`src/rtl/gate_pkg.sv`:
```
// Shared definitions for the gate pulser: FSM states, register map, CTRL/STATUS bits.
package gate_pkg;

  typedef enum logic [2:0] {
    ST_IDLE = 3'd0,
    ST_ARM  = 3'd1,
    ST_HIGH = 3'd2,
    ST_LOW  = 3'd3,
    ST_DONE = 3'd4
  } state_e;

  localparam logic [7:0] REG_CTRL     = 8'h30;
  localparam logic [7:0] REG_WIDTH    = 8'h31;
  localparam logic [7:0] REG_PERIOD   = 8'h32;
  localparam logic [7:0] REG_COUNT    = 8'h33;
  localparam logic [7:0] REG_STATUS   = 8'h34;
  localparam logic [7:0] REG_PRESCALE = 8'h35;

  localparam int unsigned CTRL_START  = 0;
  localparam int unsigned CTRL_ABORT  = 1;
  localparam int unsigned CTRL_CONT   = 2;

  localparam int unsigned STAT_BUSY   = 0;
  localparam int unsigned STAT_DONE   = 1;
  localparam int unsigned STAT_SELERR = 2;

endpackage

```
`src/rtl/gate_tick_div.sv`:
```
// Prescaler: one tick every (prescale_i+1) clocks, phase restarted by restart_i.
module gate_tick_div #(
  parameter int unsigned DATA_WIDTH = 8
) (
  input  logic                  clk,
  input  logic                  res_n,
  input  logic                  restart_i,
  input  logic [DATA_WIDTH-1:0] prescale_i,
  output logic                  tick_c
);

  logic [DATA_WIDTH-1:0] div_q, div_d;

  // >= so that lowering the prescale below the running count still wraps promptly
  assign tick_c = (div_q >= prescale_i);

  // Divider next count
  always_comb begin
    div_d = div_q + DATA_WIDTH'(1);
    if (restart_i || tick_c) begin
      div_d = '0;
    end
  end

  // Divider register
  always_ff @(posedge clk or negedge res_n) begin
    if (!res_n) begin
      div_q <= '0;
    end else begin
      div_q <= div_d;
    end
  end

endmodule

```
`src/rtl/gate_pulser.sv`:
```
// Register-programmed one-hot gate pulse train generator.
// Optional GATE_PULSER_PRESCALE_EN adds a PRESCALE register and gate_tick_div prescaler.
module gate_pulser
  import gate_pkg::*;
#(
  parameter int unsigned DATA_WIDTH = 8,
  parameter int unsigned SEL_WIDTH  = 4,
  parameter int unsigned OUT_GATES  = 10
) (
  input  logic                  clk,
  input  logic                  res_n,
  input  logic [DATA_WIDTH-1:0] addr,
  input  logic [DATA_WIDTH-1:0] data_in,
  output logic [DATA_WIDTH-1:0] data_out,
  input  logic                  we,
  input  logic [SEL_WIDTH-1:0]  sel,
  input  logic                  trig,
  output logic [OUT_GATES-1:0]  gates,
  output logic                  busy,
  output logic                  done
);

  state_e                state_q, state_d;
  logic [DATA_WIDTH-1:0] width_q, period_q, count_q;
  logic                  cont_q, trig_q;
  logic [DATA_WIDTH-1:0] span_q, span_d, pulses_q, pulses_d;
  logic [SEL_WIDTH-1:0]  sel_lat_q, sel_lat_d;
  logic [DATA_WIDTH-1:0] wid_lat_q, wid_lat_d, per_lat_q, per_lat_d, cnt_lat_q, cnt_lat_d;
  logic                  sel_err_q, sel_err_d, done_sticky_q, done_sticky_d;
  logic [OUT_GATES-1:0]  gates_q;
  logic                  busy_q, done_q;
  logic [DATA_WIDTH-1:0] data_out_q, rdata_c;
  logic                  ctrl_wr_c, abort_c, trig_rise_c, start_c, sel_ok_c, tick_c;
  logic [OUT_GATES-1:0]  onehot_c;

  // Phase length minus one; a programmed 0 behaves as 1
  function automatic logic [DATA_WIDTH-1:0] span_m1(input logic [DATA_WIDTH-1:0] v);
    return (v == '0) ? '0 : v - DATA_WIDTH'(1);
  endfunction

  assign ctrl_wr_c   = we && (addr == DATA_WIDTH'(REG_CTRL));
  assign abort_c     = ctrl_wr_c && data_in[CTRL_ABORT];
  assign trig_rise_c = trig && !trig_q;
  assign start_c     = ((ctrl_wr_c && data_in[CTRL_START]) || trig_rise_c) && !abort_c;
  assign sel_ok_c    = (sel != '0) && (32'(sel) <= OUT_GATES);
  assign onehot_c    = OUT_GATES'(1) << (sel_lat_q - SEL_WIDTH'(1));

`ifdef GATE_PULSER_PRESCALE_EN
  logic [DATA_WIDTH-1:0] prescale_q;
  logic                  div_restart_c;

  assign div_restart_c = (state_q == ST_ARM);

  gate_tick_div #(
    .DATA_WIDTH (DATA_WIDTH)
  ) u_tick_div (
    .clk        (clk),
    .res_n      (res_n),
    .restart_i  (div_restart_c),
    .prescale_i (prescale_q),
    .tick_c     (tick_c)
  );
`else
  assign tick_c = 1'b1;
`endif

  // Programmable registers and trig edge history (trig_q resets high so a held trig never starts)
  always_ff @(posedge clk or negedge res_n) begin
    if (!res_n) begin
      width_q    <= '0;
      period_q   <= '0;
      count_q    <= '0;
      cont_q     <= 1'b0;
      trig_q     <= 1'b1;
`ifdef GATE_PULSER_PRESCALE_EN
      prescale_q <= '0;
`endif
    end else begin
      trig_q <= trig;
      if (we) begin
        case (addr)
          DATA_WIDTH'(REG_CTRL):     cont_q     <= data_in[CTRL_CONT];
          DATA_WIDTH'(REG_WIDTH):    width_q    <= data_in;
          DATA_WIDTH'(REG_PERIOD):   period_q   <= data_in;
          DATA_WIDTH'(REG_COUNT):    count_q    <= data_in;
`ifdef GATE_PULSER_PRESCALE_EN
          DATA_WIDTH'(REG_PRESCALE): prescale_q <= data_in;
`endif
          default: ;
        endcase
      end
    end
  end

  // Read mux; start/abort strobes are never stored so they read back 0
  always_comb begin
    rdata_c = '0;
    case (addr)
      DATA_WIDTH'(REG_CTRL):     rdata_c[CTRL_CONT] = cont_q;
      DATA_WIDTH'(REG_WIDTH):    rdata_c = width_q;
      DATA_WIDTH'(REG_PERIOD):   rdata_c = period_q;
      DATA_WIDTH'(REG_COUNT):    rdata_c = count_q;
      DATA_WIDTH'(REG_STATUS): begin
        rdata_c[STAT_BUSY]   = busy_q;
        rdata_c[STAT_DONE]   = done_sticky_q;
        rdata_c[STAT_SELERR] = sel_err_q;
      end
`ifdef GATE_PULSER_PRESCALE_EN
      DATA_WIDTH'(REG_PRESCALE): rdata_c = prescale_q;
`endif
      default: ;
    endcase
  end

  // Pulse train sequencing: next state, phase counter, latched train parameters
  always_comb begin
    state_d       = state_q;
    span_d        = span_q;
    pulses_d      = pulses_q;
    sel_lat_d     = sel_lat_q;
    wid_lat_d     = wid_lat_q;
    per_lat_d     = per_lat_q;
    cnt_lat_d     = cnt_lat_q;
    sel_err_d     = sel_err_q;
    done_sticky_d = done_sticky_q;
    if (abort_c && (state_q != ST_IDLE)) begin
      state_d = ST_IDLE;
    end else begin
      case (state_q)
        ST_IDLE: begin
          if (start_c) begin
            if (sel_ok_c) begin
              state_d       = ST_ARM;
              sel_lat_d     = sel;
              wid_lat_d     = width_q;
              per_lat_d     = period_q;
              cnt_lat_d     = count_q;
              pulses_d      = '0;
              sel_err_d     = 1'b0;
              done_sticky_d = 1'b0;
            end else begin
              sel_err_d = 1'b1;
            end
          end
        end
        ST_ARM: begin
          if (cnt_lat_q == '0) begin
            state_d = ST_DONE;
          end else begin
            state_d = ST_HIGH;
            span_d  = span_m1(wid_lat_q);
          end
        end
        ST_HIGH: begin
          if (tick_c) begin
            if (span_q == '0) begin
              state_d = ST_LOW;
              span_d  = span_m1(per_lat_q);
              if (pulses_q != '1) begin
                pulses_d = pulses_q + DATA_WIDTH'(1);
              end
            end else begin
              span_d = span_q - DATA_WIDTH'(1);
            end
          end
        end
        ST_LOW: begin
          if (tick_c) begin
            if (span_q == '0) begin
              if (cont_q || (pulses_q < cnt_lat_q)) begin
                state_d = ST_HIGH;
                span_d  = span_m1(wid_lat_q);
              end else begin
                state_d = ST_DONE;
              end
            end else begin
              span_d = span_q - DATA_WIDTH'(1);
            end
          end
        end
        ST_DONE: begin
          state_d       = ST_IDLE;
          done_sticky_d = 1'b1;
        end
        default: state_d = ST_IDLE;
      endcase
    end
  end

  // State, train context and registered outputs
  always_ff @(posedge clk or negedge res_n) begin
    if (!res_n) begin
      state_q       <= ST_IDLE;
      span_q        <= '0;
      pulses_q      <= '0;
      sel_lat_q     <= '0;
      wid_lat_q     <= '0;
      per_lat_q     <= '0;
      cnt_lat_q     <= '0;
      sel_err_q     <= 1'b0;
      done_sticky_q <= 1'b0;
      gates_q       <= '0;
      busy_q        <= 1'b0;
      done_q        <= 1'b0;
      data_out_q    <= '0;
    end else begin
      state_q       <= state_d;
      span_q        <= span_d;
      pulses_q      <= pulses_d;
      sel_lat_q     <= sel_lat_d;
      wid_lat_q     <= wid_lat_d;
      per_lat_q     <= per_lat_d;
      cnt_lat_q     <= cnt_lat_d;
      sel_err_q     <= sel_err_d;
      done_sticky_q <= done_sticky_d;
      gates_q       <= (state_d == ST_HIGH) ? onehot_c : '0;
      busy_q        <= (state_d != ST_IDLE);
      done_q        <= (state_d == ST_DONE);
      data_out_q    <= rdata_c;
    end
  end

  assign gates    = gates_q;
  assign busy     = busy_q;
  assign done     = done_q;
  assign data_out = data_out_q;

endmodule

```
`config.mk`:
```
export PLATFORM = sky130hd
export DESIGN_NAME = gate_pulser
export DESIGN_NICKNAME = d
export VERILOG_FILES = /design/src/rtl/gate_pkg.sv /design/src/rtl/gate_tick_div.sv /design/src/rtl/gate_pulser.sv
export SDC_FILE = /design/constraint.sdc
export NUM_CORES = 1
export LEC_CHECK = 0
export CORE_AREA = 2 2 121 123
export CTS_CLUSTER_DIAMETER = 40
export DETAILED_ROUTE_END_ITERATION = 10
export DIE_AREA = 0 0 123 125
export PLACE_DENSITY_LB_ADDON = 0.08
export SYNTH_ARGS = -nofsm -noshare
export SYNTH_HDL_FRONTEND = slang
export SYNTH_HIERARCHICAL = 1
export SYNTH_SLANG_ARGS = --single-unit
```
`constraint.sdc`:
```
create_clock -name clk -period 2.11 [get_ports clk]
set_input_delay 0.422 -clock clk [delete_from_list [all_inputs] [get_ports clk]]
set_output_delay 0.422 -clock clk [all_outputs]
set_load 0.02 [all_outputs]
```
# After elaboration in Yosys (flattened, before gate mapping)
# Cells that the tools add are included.
word_totals:
  ff_bits: 95
  input_bits: 24
  out_inout_bits: 20
classes:
  addsub: 5
  n_lt_le_gt_ge: 2
  eq_ne: 18
  shift: 1
  muxes: 28
  bitwise_logic: 1
  n_reduce_logical: 31
ops:
  columns: ["operator", "count"]
  rows:
  - ["$mux 8", 10]
  - ["$eq 8x6->1 const B", 5]
  - ["$logic_not 8->1", 4]
  - ["$pmux 8 s3", 1]
  - ["$sub 8x1->8 const B", 3]
  - ["$mux 3", 7]
  - ["$pmux 8 s2", 1]
  - ["$pmux 5 s3", 1]
  - ["$pmux 3 s4", 1]
  - ["$reduce_and 4->1", 3]
  - ["$mux 10", 1]
  - ["$ne 2x2->1 const B", 5]
  - ["$shl 1x4->10 const A", 1]
  - ["$eq 3x2->1 const B", 3]
  - ["$reduce_bool 3->1", 3]
  - ["$add 8x1->8 const B", 1]
  - ["$lt 8x8->1", 1]
  - ["$ne 8x8->1 const B", 1]
  - ["$pmux 2 s4", 1]
  - ["$reduce_and 2->1", 4]
  - ["$logic_and 1x1->1", 7]
  - ["$eq 3x3->1 const B", 2]
  - ["$reduce_and 6->1", 1]
  - ["$pmux 1 s5", 1]
  - ["13 further kinds", 18]

# Longest topological paths before layout
depth:
  depth_word: 10
  mapped_depth: 9
  mapped_depth_nobuf: 8

# Least setup slack after synthesis
# OpenSTA, ideal clock, no wires.
synth_path:
  kind: "reg-to-reg"
  start: "register pulses_q[6]"
  end: "register gates_q[1] (netlist: gates[1])"
  t_arrival_ns: 2.091
  required_ns: 2.009
  setup_slack_ns: -0.082
  stages_incl_launch_ff: 8
  n_path_buf: 0
  period_less_slack_ns: 2.192
  path_cell_list: "dfrtp_1 > ha_1 > and3_1 > a221oi_1 > o32ai_2 > o2111ai_1 > nand3_4 > nor4_1"
synth_via:
  elab_chain_len: 8
synth_lines:
  columns: ["element", "line_no", "text"]
  rows:
  - ["start, declared", "gate_pulser.sv:26", "logic [DATA_WIDTH-1:0] span_q, span_d, pulses_q, pulses_d;"]
  - ["start signal, assigned", "gate_pulser.sv:209", "pulses_q <= pulses_d;"]
  - ["$lt 8x8->1", "gate_pulser.sv:170", "if (cont_q || (pulses_q < cnt_lat_q)) begin"]
  - ["$logic_or 1x1->1", "gate_pulser.sv:170", null]
  - ["$mux 3", "gate_pulser.sv:170", null]
  - ["$mux 3", "gate_pulser.sv:169", "if (span_q == '0) begin"]
  - ["$pmux 3 s4", "gate_pulser.sv:129", "case (state_q)"]
  - ["$mux 3", "gate_pulser.sv:126", "if (abort_c && (state_q != ST_IDLE)) begin"]
  - ["$eq 3x2->1", "gate_pulser.sv:216", "gates_q <= (state_d == ST_HIGH) ? onehot_c : '0;"]
  - ["$mux 10", "gate_pulser.sv:216", null]
  - ["end signal, assigned", "gate_pulser.sv:216", null]
  - ["end, declared", "gate_pulser.sv:30", "logic [OUT_GATES-1:0] gates_q;"]
# Every way passes these cells.
# A chain may end at the register's enable or synchronous reset.

# Worst setup path in the final report
layout_path:
  start: "register cnt_lat_q[5]"
  end: "register busy_q (netlist: busy)"
layout_via:
  elab_chain_len: 7
  elab_cells_between_ends: 9
  classes_between: "1 x order compare; 5 x mux; 3 x reduce/logical"
layout_lines:
  columns: ["element", "line_no", "text"]
  rows:
  - ["start, declared", "gate_pulser.sv:28", "logic [DATA_WIDTH-1:0] wid_lat_q, wid_lat_d, per_lat_q, per_lat_d, cnt_lat_q, cnt_lat_d;"]
  - ["start signal, assigned", "gate_pulser.sv:213", "cnt_lat_q <= cnt_lat_d;"]
  - ["$lt 8x8->1", "gate_pulser.sv:170", null]
  - ["$logic_or 1x1->1", "gate_pulser.sv:170", null]
  - ["$mux 3", "gate_pulser.sv:170", null]
  - ["$mux 3", "gate_pulser.sv:169", null]
  - ["$pmux 3 s4 *", "gate_pulser.sv:129", null]
  - ["$mux 3 *", "gate_pulser.sv:126", null]
  - ["$reduce_bool 3->1 *", "gate_pulser.sv:217", "busy_q <= (state_d != ST_IDLE);"]
  - ["end signal, assigned", "gate_pulser.sv:217", null]
  - ["end, declared", "gate_pulser.sv:31", "logic busy_q, done_q;"]
# Every way passes the cells marked *; elsewhere a longest branch is shown, timed or not.

==> results.md <==
* Status: finished, violations left
* Failing checks: negative setup slack
* Worst Skew at around 0.0084 ns
* Fin. Hold Viols at 0
* CP startpoint kind: register
* Post-route minimum period at 2.283 ns
* CTS tree: yes
* Initial antenna violation count at 0
* Antenna viol nets, final at 0
* Pre-antenna DRT Iters at 4
* Critical Path AT at 2.52 ns
* Seq cells post-synth at between 90 and 100
* Sequential area share after synthesis at 49.12%
* Global-route wire length before repair at roughly 22,000 µm
* Avg Cell Area, Syn at 10.98 µm²
* Simple-gate portion of the synthesized area at 15.87%
* Critical-path cell list: inv_2 > ha_1 > and3_4 > a221oi_4 > o32ai_4 > o2111ai_2 > buf_4 > a21oi_1 > or2_1
* Die Y at 125 µm
* Reg2reg end: busy
* Cell family with most CP delay: compound AO/OA/AOI/OAI gates
* Root Buffer: clkbuf_16
* Top Ports at 44
* IO buf count at 43
* Layout area overhead at 39.25%
* Starting density of the core at between 30% and 40%
* Bufs and invs on worst path at 2
* Commonest non-fill, non-tap cells in the layout: dfrtp_1, buf_4, clkdlybuf4s50_1
* Power per Cell Area at 1170 nW/µm²
* Top post-synthesis cells by area: dfrtp_1, mux2_2, ha_1
* CP required at ~2.3 ns
* Reg2Reg Depth at 9
* CP max-delay cell: dfrtp_1
* Vias in the first global route at 3,984
* Max-slew violations at 0
* Syn_nets at between 400 and 500
* Post-synthesis mux area share at 11.06%
* GP Congestion at 0.8571
* Distinct cells, synth at between 60 and 70
* Largest family of logic cells by synthesized area: simple AND/OR/NAND/NOR gates
* Layout cell share with drive strength beyond 1 at 35.47%
* Max Cap Viol at 0
* Final setup viols at 24
* Avg WL per Cell at 17.52 µm
* Gr ovfl total at 0
* Antenna diodes at 0
* Post-synth EDFFs at 0
* Clk_lat worst skew at about 0.35 ns
* Post-DP HPWL at 9853 µm
* Mapped Cells at 441
* Max_slew headroom at 66.69%
* Reg clk slew, reported paths at 0.07 ns
* RR Startpoint: cnt_lat_q[5]
* Total GRT Usage at a little under a fifth
* Min setup slack post-route at -0.1733 ns
* Ys async rst share at 100.0%
* Die area at between 15,000 and 20,000 µm²
* Initial DRC count at between 150 and 200
* # H-tree levels at 3
* Synth top area share at between 40 and 50%
* Die X at 123 µm
* CTS Buffer Depth at 2
* Hold Startpoint: trig
* Clk sinks at 95
* Crit path kind: register to register
* Largest net degree at the start of global routing at 43
* Tightest Pin Transition at about 0.49 ns
* Peak VDD IR at 0.0004143 V
* Residual DRC count at 0
* Row Count at 44
* Synth Area in Adders at 3.359%
* Top FF cell, synth: dfrtp_1
* Hold Path End: trig_q
* DR vias at 3,956
* Core region area at 14,200 µm²
* Hold Path Class: input port to register
* RSZ-0062 raised after global routing: yes
* Hold Path Depth at 1
* Commonest non-fill, non-tap cell in the layout: dfrtp_1
* CTS buffer count at 9
* Max frequency at 438.0 MHz
* Mapped Area at 4842 µm²
* Compound-Gate Fraction of Synth Area at 15.06%
* Synth Area in XOR/XNOR at 2.558%
* Routed WL at 13,350 µm
* Crit Path Max Fanout at 3
* Yosys warning total at 6
* Pleak at 2.994 nW
* R2R setup slack at -0.17 ns
* Post-synth top area cell: dfrtp_1
* Crit share post-route at 108.2%
* Crit-path max cell delay at ~0.4 ns
* Hold Slack at 0.5035 ns
* Layout net count at 610
* Crit end category: register
* Core Util, Final at ~47%
* Vias per cell at 5.192
[state kept, by name (all words and copies together) (netlist names), 3 cells and up]
signal,cells
gates,10
cnt_lat_q,8
count_q,8
data_out,8
per_lat_q,8
period_q,8
pulses_q,8
span_q,8
wid_lat_q,8
width_q,8
sel_lat_q,4
state_q,3
[power by group]
group	switching (mW)	internal, mW	total (mW)
clock	0.751	0.807	1.56
combinational	1.94	1.85	3.79
sequential	0.347	2.20	2.54
total	3.03	4.86	7.89
[cell families after synthesis]
group                      count (synthesis)
muxes                                     48
adders and majority gates                 13
and+or+nand+nor                          140
DFF                                       95
xor gates and xnor gates                  12
buffers and inverters                     30
AOI/OAI and AO/OA                        103
[metal layers]
layer  GRT usage [%]  vias up  share of wire [%]
li1                -     1893                  -
met4           4.412        0               0.81
met3           3.513        6                3.3
met1           26.42     1982                 48
met2           28.76       75                 48
met5               0        -                  0
[stage by stage]
stage | cells | worst slack [ns] | cell area, µm² | setup TNS, ns | power [mW]
after global routing | 762 | -0.2429 | 6743 | -4.695 | 8.414
after floorplan | 441 | 0.002404 | 4851 | 0 | 4.439
final | 762 | -0.1733 | 6743 | -2.140 | 7.890
after detailed placement | 732 | -0.5440 | 6017 | -24.73 | 5.756
after global placement | 732 | -0.4872 | 6017 | -23.33 | 5.742
after CTS | 757 | -0.1079 | 6571 | -1.331 | 7.739
[final cells by class]
type	instances	area, µm²
clock inverter	6	45.04
clock buffer	10	229.0
sequential	95	2380
timing repair buffer	130	1145
multi-input combinational	316	2635
fill	1353	7461
tap	184	230.2
inverter	21	78.83
[repair_timing]
action,CTS,global route
pin swaps,14,13
endpoints found under the setup margin,50,45
hold buffers,1,0
hold endpoints to repair,19,0
resized for setup,37,25
buffers inserted,8,5
[synthesized netlist by cell type, types with 6 or more instances]
master	number
xnor2_1	6
mux2_2	42
a21oi_1	21
nand2b_1	6
nor4_1	10
nand2_1	40
inv_1	21
dfrtp_1	94
ha_1	13
nor3_1	12
a22oi_1	10
nor2_1	25
nand3_1	8
o211ai_1	9
o21ai_0	24
[worst max path at each step]
stage                end          from  slack, ns  depth (start not counted)
5_1_grt             busy  cnt_lat_q[6]      -0.24                          9
3_5_place_dp    gates[3]       addr[3]      -0.54                          7
2_1_floorplan  span_q[2]     span_q[0]      0.002                          8
4_1_cts             busy  cnt_lat_q[7]      -0.11                          8
6_report            busy  cnt_lat_q[5]      -0.17                          9
3_3_place_gp    gates[5]       addr[3]      -0.49                          7
[worst reg2reg max path, cell delays in order (launching register included)]
cell and delay (ns):
dfrtp_1 0.39, inv_2 0.07, ha_1 0.27, and3_4 0.19, a221oi_4 0.33, o32ai_4 0.16
o2111ai_2 0.31, buf_4 0.18, a21oi_1 0.06, or2_1 0.21
(Power assumes the default switching activity.)
